File: config.mk
export PLATFORM = sky130hd
export DESIGN_NAME = uart_rx_fifo_flat
export DESIGN_NICKNAME = d
export VERILOG_FILES = /design/src/rtl/uart_rx_fifo_if.sv /design/src/rtl/uart_rx_fifo.sv /design/src/flat_wrapper.sv
export SDC_FILE = /design/constraint.sdc
export NUM_CORES = 1
export LEC_CHECK = 0
export BUFFER_PORTS_ARGS = -buffer_cell sky130_fd_sc_hd__buf_2
export CAP_MARGIN = 20
export CORE_AREA = 2 2 103 154
export CTS_CLUSTER_DIAMETER = 30
export CTS_CLUSTER_SIZE = 40
export DETAILED_ROUTE_END_ITERATION = 8
export DIE_AREA = 0 0 105 156
export PLACE_DENSITY_LB_ADDON = 0.2
export SETUP_SLACK_MARGIN = 0.3
export SYNTH_ARGS = -nofsm -noshare
export SYNTH_HDL_FRONTEND = slang
export SYNTH_SLANG_ARGS = --single-unit
File: constraint.sdc
create_clock -name clk -period 3.7 [get_ports clk]
set_input_delay 0.185 -clock clk [delete_from_list [all_inputs] [get_ports clk]]
set_output_delay 0.185 -clock clk [all_outputs]
set_load 0.1 [all_outputs]
File: src/rtl/uart_rx_fifo_if.sv
// Read-side handshake bundle of uart_rx_fifo: head character, its status
// flags and the valid/ready pair used to pop it.
interface uart_rx_fifo_if;
  logic [7:0] rd_data;
  logic [2:0] rd_status;
  logic       rd_valid;
  logic       rd_ready;

  modport master (
    output rd_data,
    output rd_status,
    output rd_valid,
    input  rd_ready
  );

  modport slave (
    input  rd_data,
    input  rd_status,
    input  rd_valid,
    output rd_ready
  );
endinterface

File: src/rtl/uart_rx_fifo.sv
// uart_rx_fifo: 16x-oversampled UART receiver with 3-sample majority vote,
// runtime frame format, parity/framing/break status and a first-word
// fall-through FIFO on the read side.
// Optional idle timeout is compiled in with macro UART_RX_TIMEOUT_EN.
module uart_rx_fifo #(
  parameter int DIV_W        = 16,
  parameter int FIFO_DEPTH   = 8,
  parameter int CNT_W        = $clog2(FIFO_DEPTH) + 1,
  parameter int TIMEOUT_BITS = 32
) (
  input  logic               clk,
  input  logic               rst,
  input  logic               rx,
  input  logic [1:0]         data_bits,
  input  logic               parity_en,
  input  logic [1:0]         parity_mode,
  input  logic               two_stop,
  input  logic [DIV_W-1:0]   clk_div,
  uart_rx_fifo_if.master     rd,
  output logic [CNT_W-1:0]   fifo_count,
  output logic               overflow,
  input  logic               clr_overflow,
  output logic               busy,
  output logic               timeout
);
  localparam int PTR_W = $clog2(FIFO_DEPTH);

  typedef enum logic [2:0] {IDLE, START, DATA, PARITY, STOP1, STOP2, BRKWAIT} state_t;

  function automatic logic maj3(input logic a, input logic b, input logic c);
    return (a & b) | (a & c) | (b & c);
  endfunction

  // Parity bit value that makes the frame correct for the given mode.
  function automatic logic parity_exp(input logic [1:0] mode, input logic [7:0] d);
    logic r;
    case (mode)
      2'b00:   r = 1'b0;
      2'b01:   r = ^d;
      2'b10:   r = ~^d;
      default: r = 1'b1;
    endcase
    return r;
  endfunction

  logic [1:0]       sync_q, sync_d;
  logic             rx_s;
  state_t           state_q, state_d;
  logic [DIV_W-1:0] tick_cnt_q, tick_cnt_d;
  logic [3:0]       sub_q, sub_d;
  logic [2:0]       bit_idx_q, bit_idx_d;
  logic             s7_q, s7_d, s8_q, s8_d;
  logic [7:0]       data_q, data_d;
  logic             par_bit_q, par_bit_d, par_err_q, par_err_d, frm_err_q, frm_err_d;
  logic [1:0]       dbits_q, dbits_d, pmode_q, pmode_d;
  logic             pen_q, pen_d, two_q, two_d;
  logic             tick, decide, bit_val, fe_now, push;
  logic [10:0]      push_word;

  logic [10:0]      mem_q [FIFO_DEPTH];
  logic [PTR_W-1:0] wr_ptr_q, wr_ptr_d, rd_ptr_q, rd_ptr_d;
  logic [CNT_W-1:0] count_q, count_d;
  logic             overflow_q, overflow_d, full, pop, push_acc;

  assign rx_s    = sync_q[1];
  assign tick    = (state_q != IDLE) && (tick_cnt_q == clk_div);
  assign decide  = tick && (sub_q == 4'd9);
  assign bit_val = maj3(s7_q, s8_q, rx_s);

  // Two-flop synchroniser for the asynchronous rx pad.
  always_comb sync_d = {sync_q[0], rx};

  // Synchroniser register; idles high so reset never looks like a start bit.
  always_ff @(posedge clk) begin
    if (rst) sync_q <= 2'b11;
    else     sync_q <= sync_d;
  end

  // Receiver FSM, oversampling counters and character assembly.
  always_comb begin
    state_d    = state_q;
    tick_cnt_d = tick_cnt_q;
    sub_d      = sub_q;
    bit_idx_d  = bit_idx_q;
    s7_d       = s7_q;
    s8_d       = s8_q;
    data_d     = data_q;
    par_bit_d  = par_bit_q;
    par_err_d  = par_err_q;
    frm_err_d  = frm_err_q;
    dbits_d    = dbits_q;
    pen_d      = pen_q;
    pmode_d    = pmode_q;
    two_d      = two_q;
    push       = 1'b0;
    fe_now     = frm_err_q | ~bit_val;
    push_word  = {fe_now & (data_q == 8'h00) & ~(pen_q & par_bit_q), fe_now, par_err_q, data_q};
    if (state_q == IDLE) begin
      tick_cnt_d = '0;
      sub_d      = '0;
      if (!rx_s) begin
        state_d   = START;
        bit_idx_d = '0;
        data_d    = '0;
        par_bit_d = 1'b0;
        par_err_d = 1'b0;
        frm_err_d = 1'b0;
        dbits_d   = data_bits;
        pen_d     = parity_en;
        pmode_d   = parity_mode;
        two_d     = two_stop;
      end
    end else begin
      tick_cnt_d = tick ? '0 : tick_cnt_q + DIV_W'(1);
      if (tick) sub_d = sub_q + 4'd1;
      if (tick && (sub_q == 4'd7)) s7_d = rx_s;
      if (tick && (sub_q == 4'd8)) s8_d = rx_s;
      if (decide) begin
        case (state_q)
          START: state_d = bit_val ? IDLE : DATA;
          DATA: begin
            data_d[bit_idx_q] = bit_val;
            bit_idx_d = bit_idx_q + 3'd1;
            if (bit_idx_q == ({1'b0, dbits_q} + 3'd4)) state_d = pen_q ? PARITY : STOP1;
          end
          PARITY: begin
            par_bit_d = bit_val;
            par_err_d = bit_val ^ parity_exp(pmode_q, data_q);
            state_d   = STOP1;
          end
          STOP1: begin
            frm_err_d = fe_now;
            if (fe_now || !two_q) begin
              push    = 1'b1;
              state_d = bit_val ? IDLE : BRKWAIT;
            end else begin
              state_d = STOP2;
            end
          end
          STOP2: begin
            frm_err_d = fe_now;
            push      = 1'b1;
            state_d   = bit_val ? IDLE : BRKWAIT;
          end
          default: ;
        endcase
      end
      // A held-low line after the stop sample must go high before re-arming.
      if ((state_q == BRKWAIT) && rx_s) state_d = IDLE;
    end
  end

  // Receiver control state; reset abandons any frame in progress.
  always_ff @(posedge clk) begin
    if (rst) begin
      state_q    <= IDLE;
      tick_cnt_q <= '0;
      sub_q      <= '0;
    end else begin
      state_q    <= state_d;
      tick_cnt_q <= tick_cnt_d;
      sub_q      <= sub_d;
    end
  end

  // Receiver datapath registers: samples, character, flags and latched format.
  always_ff @(posedge clk) begin
    bit_idx_q <= bit_idx_d;
    s7_q      <= s7_d;
    s8_q      <= s8_d;
    data_q    <= data_d;
    par_bit_q <= par_bit_d;
    par_err_q <= par_err_d;
    frm_err_q <= frm_err_d;
    dbits_q   <= dbits_d;
    pen_q     <= pen_d;
    pmode_q   <= pmode_d;
    two_q     <= two_d;
  end

  // FIFO pointer/count/overflow bookkeeping; a full FIFO still accepts a push when popped.
  always_comb begin
    full       = (count_q == CNT_W'(FIFO_DEPTH));
    pop        = (count_q != '0) && rd.rd_ready;
    push_acc   = push && (!full || pop);
    wr_ptr_d   = push_acc ? wr_ptr_q + PTR_W'(1) : wr_ptr_q;
    rd_ptr_d   = pop ? rd_ptr_q + PTR_W'(1) : rd_ptr_q;
    count_d    = count_q + CNT_W'(push_acc) - CNT_W'(pop);
    overflow_d = (push && full && !pop) | (overflow_q & ~clr_overflow);
  end

  // FIFO control registers.
  always_ff @(posedge clk) begin
    if (rst) begin
      wr_ptr_q   <= '0;
      rd_ptr_q   <= '0;
      count_q    <= '0;
      overflow_q <= 1'b0;
    end else begin
      wr_ptr_q   <= wr_ptr_d;
      rd_ptr_q   <= rd_ptr_d;
      count_q    <= count_d;
      overflow_q <= overflow_d;
    end
  end

  // FIFO storage: {break, frame_err, parity_err, data}.
  always_ff @(posedge clk) begin
    if (push_acc) mem_q[wr_ptr_q] <= push_word;
  end

  assign rd.rd_valid  = (count_q != '0);
  assign rd.rd_data   = rd.rd_valid ? mem_q[rd_ptr_q][7:0]  : 8'h00;
  assign rd.rd_status = rd.rd_valid ? mem_q[rd_ptr_q][10:8] : 3'b000;
  assign fifo_count   = count_q;
  assign overflow     = overflow_q;
  assign busy         = (state_q != IDLE);

`ifdef UART_RX_TIMEOUT_EN
  localparam int TO_LIMIT = 16 * TIMEOUT_BITS;
  localparam int TO_W     = $clog2(TO_LIMIT + 1);

  logic [DIV_W-1:0] ftick_cnt_q, ftick_cnt_d;
  logic [TO_W-1:0]  idle_cnt_q, idle_cnt_d;
  logic             timeout_q, timeout_d, ftick, start_evt;

  // Free-running tick source and idle-character counter for the timeout flag.
  always_comb begin
    ftick       = (ftick_cnt_q >= clk_div);
    ftick_cnt_d = ftick ? '0 : ftick_cnt_q + DIV_W'(1);
    start_evt   = (state_q == IDLE) && !rx_s;
    idle_cnt_d  = idle_cnt_q;
    if (pop || (state_q != IDLE) || !rd.rd_valid) idle_cnt_d = '0;
    else if (ftick && (idle_cnt_q != TO_W'(TO_LIMIT))) idle_cnt_d = idle_cnt_q + TO_W'(1);
    timeout_d = timeout_q;
    if (pop || start_evt) timeout_d = 1'b0;
    else if (idle_cnt_q == TO_W'(TO_LIMIT)) timeout_d = 1'b1;
  end

  // Timeout control registers.
  always_ff @(posedge clk) begin
    if (rst) begin
      ftick_cnt_q <= '0;
      idle_cnt_q  <= '0;
      timeout_q   <= 1'b0;
    end else begin
      ftick_cnt_q <= ftick_cnt_d;
      idle_cnt_q  <= idle_cnt_d;
      timeout_q   <= timeout_d;
    end
  end

  assign timeout = timeout_q;
`else
  assign timeout = 1'b0;
`endif
endmodule

File: src/flat_wrapper.sv
// flat-port wrapper written by rule: the top's interface ports become plain ports
module uart_rx_fifo_flat 
#(
  parameter int DIV_W        = 16,
  parameter int FIFO_DEPTH   = 8,
  parameter int CNT_W        = $clog2(FIFO_DEPTH) + 1,
  parameter int TIMEOUT_BITS = 32
)
  (clk, rst, rx, data_bits, parity_en, parity_mode, two_stop, clk_div, fifo_count, overflow, clr_overflow, busy, timeout, rd_rd_data, rd_rd_status, rd_rd_valid, rd_rd_ready);
  uart_rx_fifo_if rd_i ();
  input  logic clk;
  input  logic rst;
  input  logic rx;
  input  logic [1:0] data_bits;
  input  logic parity_en;
  input  logic [1:0] parity_mode;
  input  logic two_stop;
  input  logic [DIV_W-1:0] clk_div;
  output logic [CNT_W-1:0] fifo_count;
  output logic overflow;
  input  logic clr_overflow;
  output logic busy;
  output logic timeout;
  output wire logic [$bits(rd_i.rd_data)-1:0] rd_rd_data;
  output wire logic [$bits(rd_i.rd_status)-1:0] rd_rd_status;
  output wire logic [$bits(rd_i.rd_valid)-1:0] rd_rd_valid;
  input wire logic [$bits(rd_i.rd_ready)-1:0] rd_rd_ready;
  assign rd_rd_data = rd_i.rd_data;
  assign rd_rd_status = rd_i.rd_status;
  assign rd_rd_valid = rd_i.rd_valid;
  assign rd_i.rd_ready = rd_rd_ready;
  uart_rx_fifo #(.DIV_W(DIV_W), .FIFO_DEPTH(FIFO_DEPTH), .CNT_W(CNT_W), .TIMEOUT_BITS(TIMEOUT_BITS)) u_core (.clk(clk), .rst(rst), .rx(rx), .data_bits(data_bits), .parity_en(parity_en), .parity_mode(parity_mode), .two_stop(two_stop), .clk_div(clk_div), .rd(rd_i), .fifo_count(fifo_count), .overflow(overflow), .clr_overflow(clr_overflow), .busy(busy), .timeout(timeout));
endmodule
# == Word level (Yosys, flattened, before mapping) ==
# Memory sizes are Yosys's and may differ from the RTL's. A register that Yosys moved wholly into a read port is not among the register bits.
# Index checks and enable logic that the tools add are counted.
# op_classes
bitwise,17
n_div,0
n_reduce_logical,38
n_mux,45
addsub,8
n_lt_le_gt_ge,2
eq_ne,16
shift,0
n_mul,0
# ops
operator,n
$mux 3,15
$mux 8,5
$mux 1,19
$add 16x1->16 const B,1
$eq 16x16->1,1
$pmux 3 s5,1
$eq 4x4->1 const B,3
$logic_and 1x1->1,10
$add 3x1->3 const B,3
$eq 3x3->1 const B,3
$reduce_and 3->1,3
$bwmux 8,1
$logic_not 8->1,1
$reduce_bool 2->1,4
$reduce_xnor 8->1,1
$reduce_xor 8->1,1
$and 1x1->1,7
$reduce_bool 7->1,1
$eq 3x2->1 const B,2
$reduce_and 2->1,3
$reduce_bool 3->1,2
$not 1->1,5
$add 4x1->4,1
$add 4x1->4 const B,1
other kinds (25),32
# word_totals
register_bits,58
latchBits,0
rom_bits,0
input_bits,27
wordCells,146
mem_bits_rw,88
memories,1
# memory_table
memory,words,width,read_ports,rd_clocked_by_memory_dff,write_ports,line,rtl
u_core.mem_q,8,11,1,1,1,uart_rx_fifo.sv:60,logic [10:0] mem_q [FIFO_DEPTH];

# == Longest topological paths before layout ==
# Gate-level depths: netlist of run 1.
# depth
depth_word,13
mapped_depth,13

# == Worst setup path after synthesis of run 1 ==
# No wires, ideal clock.
# synth_timing
kind,reg-to-reg
start,register u_core.count_q[2] (netlist: u_core.fifo_count[2])
end,register u_core.count_q[2] (netlist: u_core.fifo_count[2])
arrival_time_ns,3.439
stages_incl_launch_ff,14
slack_ns,0.134
period_less_slack_ns,3.566
required_ns,3.572
cell_sequence,dfxtp_1 > inv_1 > ha_1 > and2_1 > inv_1 > nand2_1 > inv_1 > ha_1 > inv_1 > ha_1 > inv_1 > fa_1 > xor2_1 > nor2_1
# synth_via
elab_chain_len,6
# synth_rtl
element,line,rtl
from (decl),uart_rx_fifo.sv:62,"logic [CNT_W-1:0] count_q, count_d;"
from (signal assigned),uart_rx_fifo.sv:202,count_q <= count_d;
$reduce_bool 4->1 (*),n/a,
named net rd_rd_valid,flat_wrapper.sv:26,output wire logic [$bits(rd_i.rd_valid)-1:0] rd_rd_valid;
$logic_and 1x1->1 (*),uart_rx_fifo.sv:184,pop = (count_q != '0) && rd.rd_ready;
named net u_core.pop,uart_rx_fifo.sv:63,"logic overflow_q, overflow_d, full, pop, push_acc;"
$logic_or 1x1->1,uart_rx_fifo.sv:185,push_acc = push && (!full || pop);
$logic_and 1x1->1,uart_rx_fifo.sv:185,
$add 4x1->4,uart_rx_fifo.sv:188,count_d = count_q + CNT_W'(push_acc) - CNT_W'(pop);
$sub 4x1->4 (*),uart_rx_fifo.sv:188,
# The timed path passes the listed nets; every way through them passes the cells marked *.
# A chain may end at the register's enable or synchronous reset.

# == Final worst setup path of run 1 ==
# layout_timing
start,register u_core.tick_cnt_q[0]
end,memory u_core.mem_q[0][6] (enable)
# layout_via
elab_chain_len,8
# layout_rtl
element,line,rtl
from (decl),uart_rx_fifo.sv:49,"logic [DIV_W-1:0] tick_cnt_q, tick_cnt_d;"
from (signal assigned),uart_rx_fifo.sv:161,tick_cnt_q <= tick_cnt_d;
$eq 16x16->1,uart_rx_fifo.sv:66,assign tick = (state_q != IDLE) && (tick_cnt_q == clk_div);
$logic_and 1x1->1,uart_rx_fifo.sv:66,
$logic_and 1x1->1,uart_rx_fifo.sv:67,assign decide = tick && (sub_q == 4'd9);
$mux 1,uart_rx_fifo.sv:118,if (decide) begin
$mux 1,uart_rx_fifo.sv:98,if (state_q == IDLE) begin
$logic_and 1x1->1,uart_rx_fifo.sv:185,
$mux 1,uart_rx_fifo.sv:209,if (push_acc) mem_q[wr_ptr_q] <= push_word;
$mux 1 (implied by the code),uart_rx_fifo.sv:209,
to (decl),uart_rx_fifo.sv:60,
# Every way passes these cells.

==> results of run 1 <==
area by class of cell:
class / count / area (um^2)
tap: 199 / 249
timing repair buffer: 65 / 395
clock inverter: 15 / 160
multi-input combinational: 307 / 2360
clock buffer: 17 / 425
sequential: 149 / 4090
fill: 1354 / 7210
inverter: 30 / 113
registers in the layout, summed over array words and instances (netlist names), 3 cells and up, named ones only:
signal             count
u_core.wr_ptr_q        3
u_core.data_q          8
u_core.rd_ptr_q        3
u_core.state_q         3
u_core.sub_q           4
u_core.fifo_count      4
u_core.tick_cnt_q     16
u_core.mem_q          88
u_core.bit_idx_q       3
through the flow:
stage	cells	power (mW)	area [um^2]	worst slack [ns]
6_report	782	5.15	7790	1.02
5_1_grt	782	5.37	7790	0.783
4_1_cts	782	5.21	7790	1.00
3_5_place_dp	743	3.54	7130	1.02
3_3_place_gp	743	3.52	7130	1.11
2_1_floorplan	509	3.28	6650	0.321
cell families (layout without fill, tap and decap cells):
| group | Yosys count | count (layout) | share of synthesized area [%] |
|---|---|---|---|
| adders and majority gates | 19 | 19 | 3.65 |
| buffers and inverters | 53 | 127 | 3.14 |
| other | 1 | 1 | 0.0564 |
| AOI/OAI and AO/OA | 40 | 40 | 3.82 |
| xor gates and xnor gates | 41 | 41 | 5.40 |
| muxes | 39 | 39 | 10.1 |
| DFF | 149 | 149 | 61.4 |
| and+or+nand+nor | 167 | 167 | 12.4 |
synth_stat cells (11+ instances only):
cell type	count
inv_1	30
a21oi_1	16
mux2i_1	15
xnor2_1	13
nor2_1	77
nand4_1	11
edfxtp_1	110
xor2_1	28
mux4_2	22
nand2_1	16
dfxtp_1	39
clkbuf_1	17
ha_1	17
nand3_1	14
critical path: cells and delay by family (launching register included):
kind	cells	cell delay, ns
flip-flops	1	0.37
buffers and inverters	1	0.23
XOR/XNOR	1	0.20
AND/OR/NAND/NOR	4	1.58
power breakdown:
part | switching (mW) | leakage [nW] | internal [mW]
registers | 0.0449 | 1.30 | 1.84
logic | 1.20 | 1.17 | 0.401
clock network | 0.759 | 0.285 | 0.904
total | 2.01 | 2.75 | 3.14
path summary, 6_finish.rpt:
| path | slack, ns | endpoint | from |
|---|---|---|---|
| worst min-delay path | 0.03 | u_core.overflow | clr_overflow |
| worst max register to register | 1.02 | u_core.mem_q[0][6] | u_core.tick_cnt_q[0] |
| worst max-delay path | 1.02 | u_core.mem_q[0][6] | u_core.tick_cnt_q[0] |
| worst min register to register | 0.44 | u_core.sync_q[1] | u_core.sync_q[0] |
per-layer routing:
layer | up-vias | global-route usage (%)
li1 | 1976 | -
met1 | 1954 | 17.4
met2 | 79 | 31.8
met3 | 21 | 3.43
met4 | 0 | 7.87
met5 | - | 0
==> impl_metrics.py, run 1 <==
metrics = {
    "place": {
        "port_buffers": 44,
        "dpl.hpwl_um": 9270,
        "routabilityCongestion": 0.835,
    },
    "die": {
        "initial_utilization_pct": 44.3,
        "dieArea_um2": 16400,
        "num_rows": 55,
        "pin_count": 46,
        "core_um2": 15000,
        "fp.dieW_um": 105,
        "fp.dieH_um": 156,
    },
    "timing": {
        "setup_viol": 0,
        "timing.final.crit_period_ns": 2.68,
        "rsz0062_at_grt": "no",
        "finalHoldViolCount": 0,
        "fin_skew_ns": 0.00985,
        "whs_ns": 0.0262,
        "period_share_pct": 72.5,
        "max_slew_margin_pct": 37.8,
        "tightest_slew_ns": 0.927,
        "setup_tns_ns": 0,
        "max_freq_mhz": 373,
        "final_max_slew_viol_count": 0,
    },
    "routing": {
        "wl_met3_um": 382,
        "drtIter0Drc": 140,
        "firstDrtPassIters": 4,
        "wire_per_inst_um": 16.3,
        "drcViolationCount": 0,
        "drt-met1-wl_um": 4960,
        "viasPerCell": 5.15,
        "routed.top_layer": "met4",
        "num_vias": 4030,
        "postRouteAntennaNets": 0,
        "totalWireLength_um": 12700,
        "met2_length_um": 7060,
    },
    "logic_synthesis": {
        "synth.avg_cell_area_um2": 13.1,
        "yosysSeqAreaShare_pct": 61.4,
        "syn_area_um2": 6650,
        "syn_nets": 554,
        "yosysTopAreaCellShare_pct": 49.7,
        "yosysUniqueCellTypes": 53,
        "yosys_warnings": 0,
        "yosys_register_bits": 149,
        "yosys.area.top_type": "edfxtp_1",
        "synthFlopType": "edfxtp_1",
        "yosys-top-cells-area": "edfxtp_1 50%, dfxtp_1 12%, mux4_2 7.5%",
        "synth_edf_count": 110,
        "synth-async-reset-ratio_pct": 0,
        "syn_inst": 509,
    },
    "cells_and_area": {
        "diodes": 0,
        "fin_util_pct": 51.9,
        "fin_nets": 615,
        "areaGrowthSynthToFinish_pct": 17.2,
        "mostFrequentLayoutCell": "edfxtp_1",
        "final_cell_mix": "110 x edfxtp_1, 77 x nor2_1, 44 x buf_2",
        "drive_above_1_share_pct": 21.1,
    },
    "global_routing": {
        "antenna_found_initial": 0,
        "grt_pass1_wl_um": 21200,
        "track_usage_pct": 16.7,
        "grt_start_max_net_pins": 24,
        "grt_pass1_vias": 4304,
        "grt.overflow.total": 0,
    },
    "worst_hold_path": {
        "min_delay_path_depth": 3,
        "hp-class": "in2reg",
    },
    "setup_path": {
        "path_class": "reg2reg",
        "slowest_stage": "or4_4",
        "cp-start-kind": "flop",
        "cpPeakStageDelay_ns": 0.66,
        "end_kind": "flop",
        "r2r_cells": 6,
        "worst-path-max-fanout": 11,
        "required_ns": 3.81,
        "path_cells": "xor2_1, nor4_1, nand4_1, or4_4, nor3_2, buf_4",
        "crit_arrival_ns": 2.80,
    },
    "cts": {
        "cts_buffer_depth": 2,
        "clk-insertion-delay-late_ns": 0.42,
        "cts_tree": "built",
        "postCtsHoldBufs": 7,
        "cts_root_buf": "clkbuf_16",
        "path_clk_slew_ns": 0.07,
        "cts_setup_buffers": 0,
        "cts_resized": 0,
        "ctsHtreeMaxLevel": 4,
        "numCtsBuffers": 17,
        "cts_sinks": 149,
    },
    "job": {
        "cap_violations": 0,
    },
    "power_and_ir_drop": {
        "ir_worst_vdd_v": 0.000339,
        "powerDensity_nw_per_um2": 661,
        "leakage_nw": 2.75,
    },
    "run_status": {
        "outcome": "complete, no violations",
    },
}
Note: power is estimated with default switching activity, not from simulation.
==> run 2, diff against run 1 <==
- clock period: 3.7 -> 2.4 ns (I/O delays scaled with it)
==> impl_metrics.py, run 2 (synthesized netlist as in run 1, its figures left out) <==
metrics = {
    "cells_and_area": {
        "nFillCells": 1237,
        "final_area_um2": 8910,
        "diodes": 0,
        "largest_reg_flops": 88,
        "drive_above_1_share_pct": 36.5,
        "final_cell_mix": "110 x edfxtp_1, 60 x nor2_1, 42 x buf_4",
        "regMostFlops": "u_core.mem_q",
        "fin_nets": 667,
        "mostFrequentLayoutCell": "edfxtp_1",
        "areaGrowthSynthToFinish_pct": 34.0,
        "top_regs": "u_core.mem_q (88), u_core.tick_cnt_q (16), u_core.data_q (8)",
    },
    "timing": {
        "final_max_slew_viol_count": 0,
        "setup_ws_ns": 0.0886,
        "max_slew_margin_pct": 66.3,
        "finalHoldViolCount": 0,
        "rsz0062_at_grt": "yes",
        "tightest_slew_ns": 0.501,
        "whs_ns": 0.0386,
        "setup_tns_ns": 0,
        "fin_skew_ns": 0.0141,
        "max_freq_mhz": 433,
        "period_share_pct": 96.3,
        "timing.final.crit_period_ns": 2.31,
        "setup_viol": 0,
    },
    "die": {
        "pin_count": 46,
        "dieArea_um2": 16400,
        "fp.dieW_um": 105,
        "initial_utilization_pct": 44.3,
        "num_rows": 55,
        "core_um2": 15000,
        "fp.dieH_um": 156,
    },
    "global_routing": {
        "met3_usage_pct": 3.68,
        "antenna_found_initial": 0,
        "grt.overflow.total": 0,
        "grt_pass1_vias": 4523,
        "use_met2_pct": 36.6,
        "gr-usage-met1_pct": 17.4,
        "grt_start_max_net_pins": 24,
        "grt_pass1_wl_um": 22500,
        "track_usage_pct": 18.0,
        "grt.busiest_layer": "met2",
    },
    "routing": {
        "viasPerCell": 5.21,
        "postRouteAntennaNets": 0,
        "totalWireLength_um": 14300,
        "wire_per_inst_um": 17.1,
        "drcViolationCount": 0,
        "num_vias": 4348,
        "firstDrtPassIters": 4,
        "drtIter0Drc": 250,
    },
    "setup_path": {
        "worstReg2RegEnd": "u_core.mem_q[0][6]",
        "required_ns": 2.53,
        "end_kind": "flop",
        "path_class": "reg2reg",
        "crit_arrival_ns": 2.44,
        "worst-path-max-fanout": 11,
        "rrSetupSlack_ns": 0.09,
        "r2r_start": "u_core.tick_cnt_q[10]",
        "r2r_cells": 6,
        "cp-start-kind": "flop",
    },
    "worst_hold_path": {
        "hp-class": "in2reg",
        "worstHoldEndpoint": "u_core.rd_ptr_q[1]",
        "min_from": "rd_rd_ready",
        "min_delay_path_depth": 3,
    },
    "power_and_ir_drop": {
        "p_comb_share_pct": 37.7,
        "leakage_nw": 3.14,
        "net-switching-power_mw": 3.39,
        "ir_worst_vdd_v": 0.000714,
        "seq_power_share_pct": 33.0,
        "switching_share_pct": 38.1,
        "powerDensity_nw_per_um2": 998,
        "finalPower_mw": 8.89,
        "p_int_mw": 5.50,
        "clkPwrFrac_pct": 29.3,
    },
    "place": {
        "dpl.hpwl_um": 9570,
        "port_buffers": 44,
        "placed_area_um2": 7650,
        "preCtsSetupSlack_ns": 0.0211,
        "routabilityCongestion": 0.813,
    },
    "cts": {
        "cts_buffer_depth": 2,
        "cts_root_buf": "clkbuf_16",
        "path_clk_slew_ns": 0.07,
        "cts_sinks": 149,
        "numCtsBuffers": 17,
        "cts_tree": "built",
        "ctsHtreeMaxLevel": 4,
        "clk-insertion-delay-late_ns": 0.42,
    },
    "run_status": {
        "outcome": "complete, no violations",
    },
    "job": {
        "cap_violations": 0,
    },
}
[run 2: power by group through the flow]
stage / clock (mW) / sequential [mW] / combinational (mW)
2_1_floorplan: 0 / 3.18 / 2.09
3_3_place_gp: 0 / 2.96 / 2.73
3_5_place_dp: 0 / 2.97 / 2.77
4_1_cts: 2.65 / 2.93 / 3.18
5_1_grt: 2.76 / 2.95 / 3.53
6_report: 2.60 / 2.94 / 3.35
[run 2: final cells by class]
type | instances | area, um^2 | share of cell area [%]
inverters | 30 | 123 | 1.38
clock buffers | 17 | 425 | 4.78
multi-input cells | 307 | 2660 | 29.9
clock inverters | 15 | 170 | 1.91
repair buffers | 117 | 1170 | 13.1
well taps | 199 | 249 | 2.80
flip-flops and latches | 149 | 4110 | 46.1
[run 2: worst max-delay path by stage]
stage | slack, ns | start | endpoint | depth (start not counted)
2_1_floorplan | -0.27 | u_core.fifo_count[3] | rd_rd_status[0] | 5
3_3_place_gp | 0.07 | u_core.tick_cnt_q[9] | u_core.fifo_count[1] | 9
3_5_place_dp | 0.02 | u_core.tick_cnt_q[8] | u_core.fifo_count[1] | 9
4_1_cts | 0.08 | u_core.tick_cnt_q[13] | u_core.mem_q[0][8] | 6
5_1_grt | 0.02 | u_core.tick_cnt_q[7] | u_core.mem_q[0][8] | 6
6_report | 0.09 | u_core.tick_cnt_q[10] | u_core.mem_q[0][6] | 6
[run 2: stage by stage]
stage / utilization (%) / cells
finish: 59.4 / 834
global route: 59.4 / 834
CTS: 57.4 / 819
detailed placement: 51.0 / 769
global placement: 51.0 / 769
floorplan: - / 509
[run 2: routing by layer]
layer | up-vias | share of wire [%]
met3 | 17 | 2.6
met4 | 0 | 1.8
met1 | 2152 | 36
met2 | 90 | 60
li1 | 2089 | -
met5 | - | 0
[run 2: worst max-delay path, stage by stage (launching register included)]
cell and delay, ns:
dfxtp_2 0.35, xor2_2 0.16, or3_1 0.39, or2_4 0.25
or4_4 0.51, nor3_4 0.18, buf_12 0.16
[run 2: repair_timing]
item                                    in CTS  in global routing
cloned                                       3                  3
pin swaps                                    4                 10
setup buffers                                7                 12
resized for setup                           41                 32
endpoints found under the hold margin        8                  0
hold buffers                                 8                  0
endpoints found under the setup margin     102                114
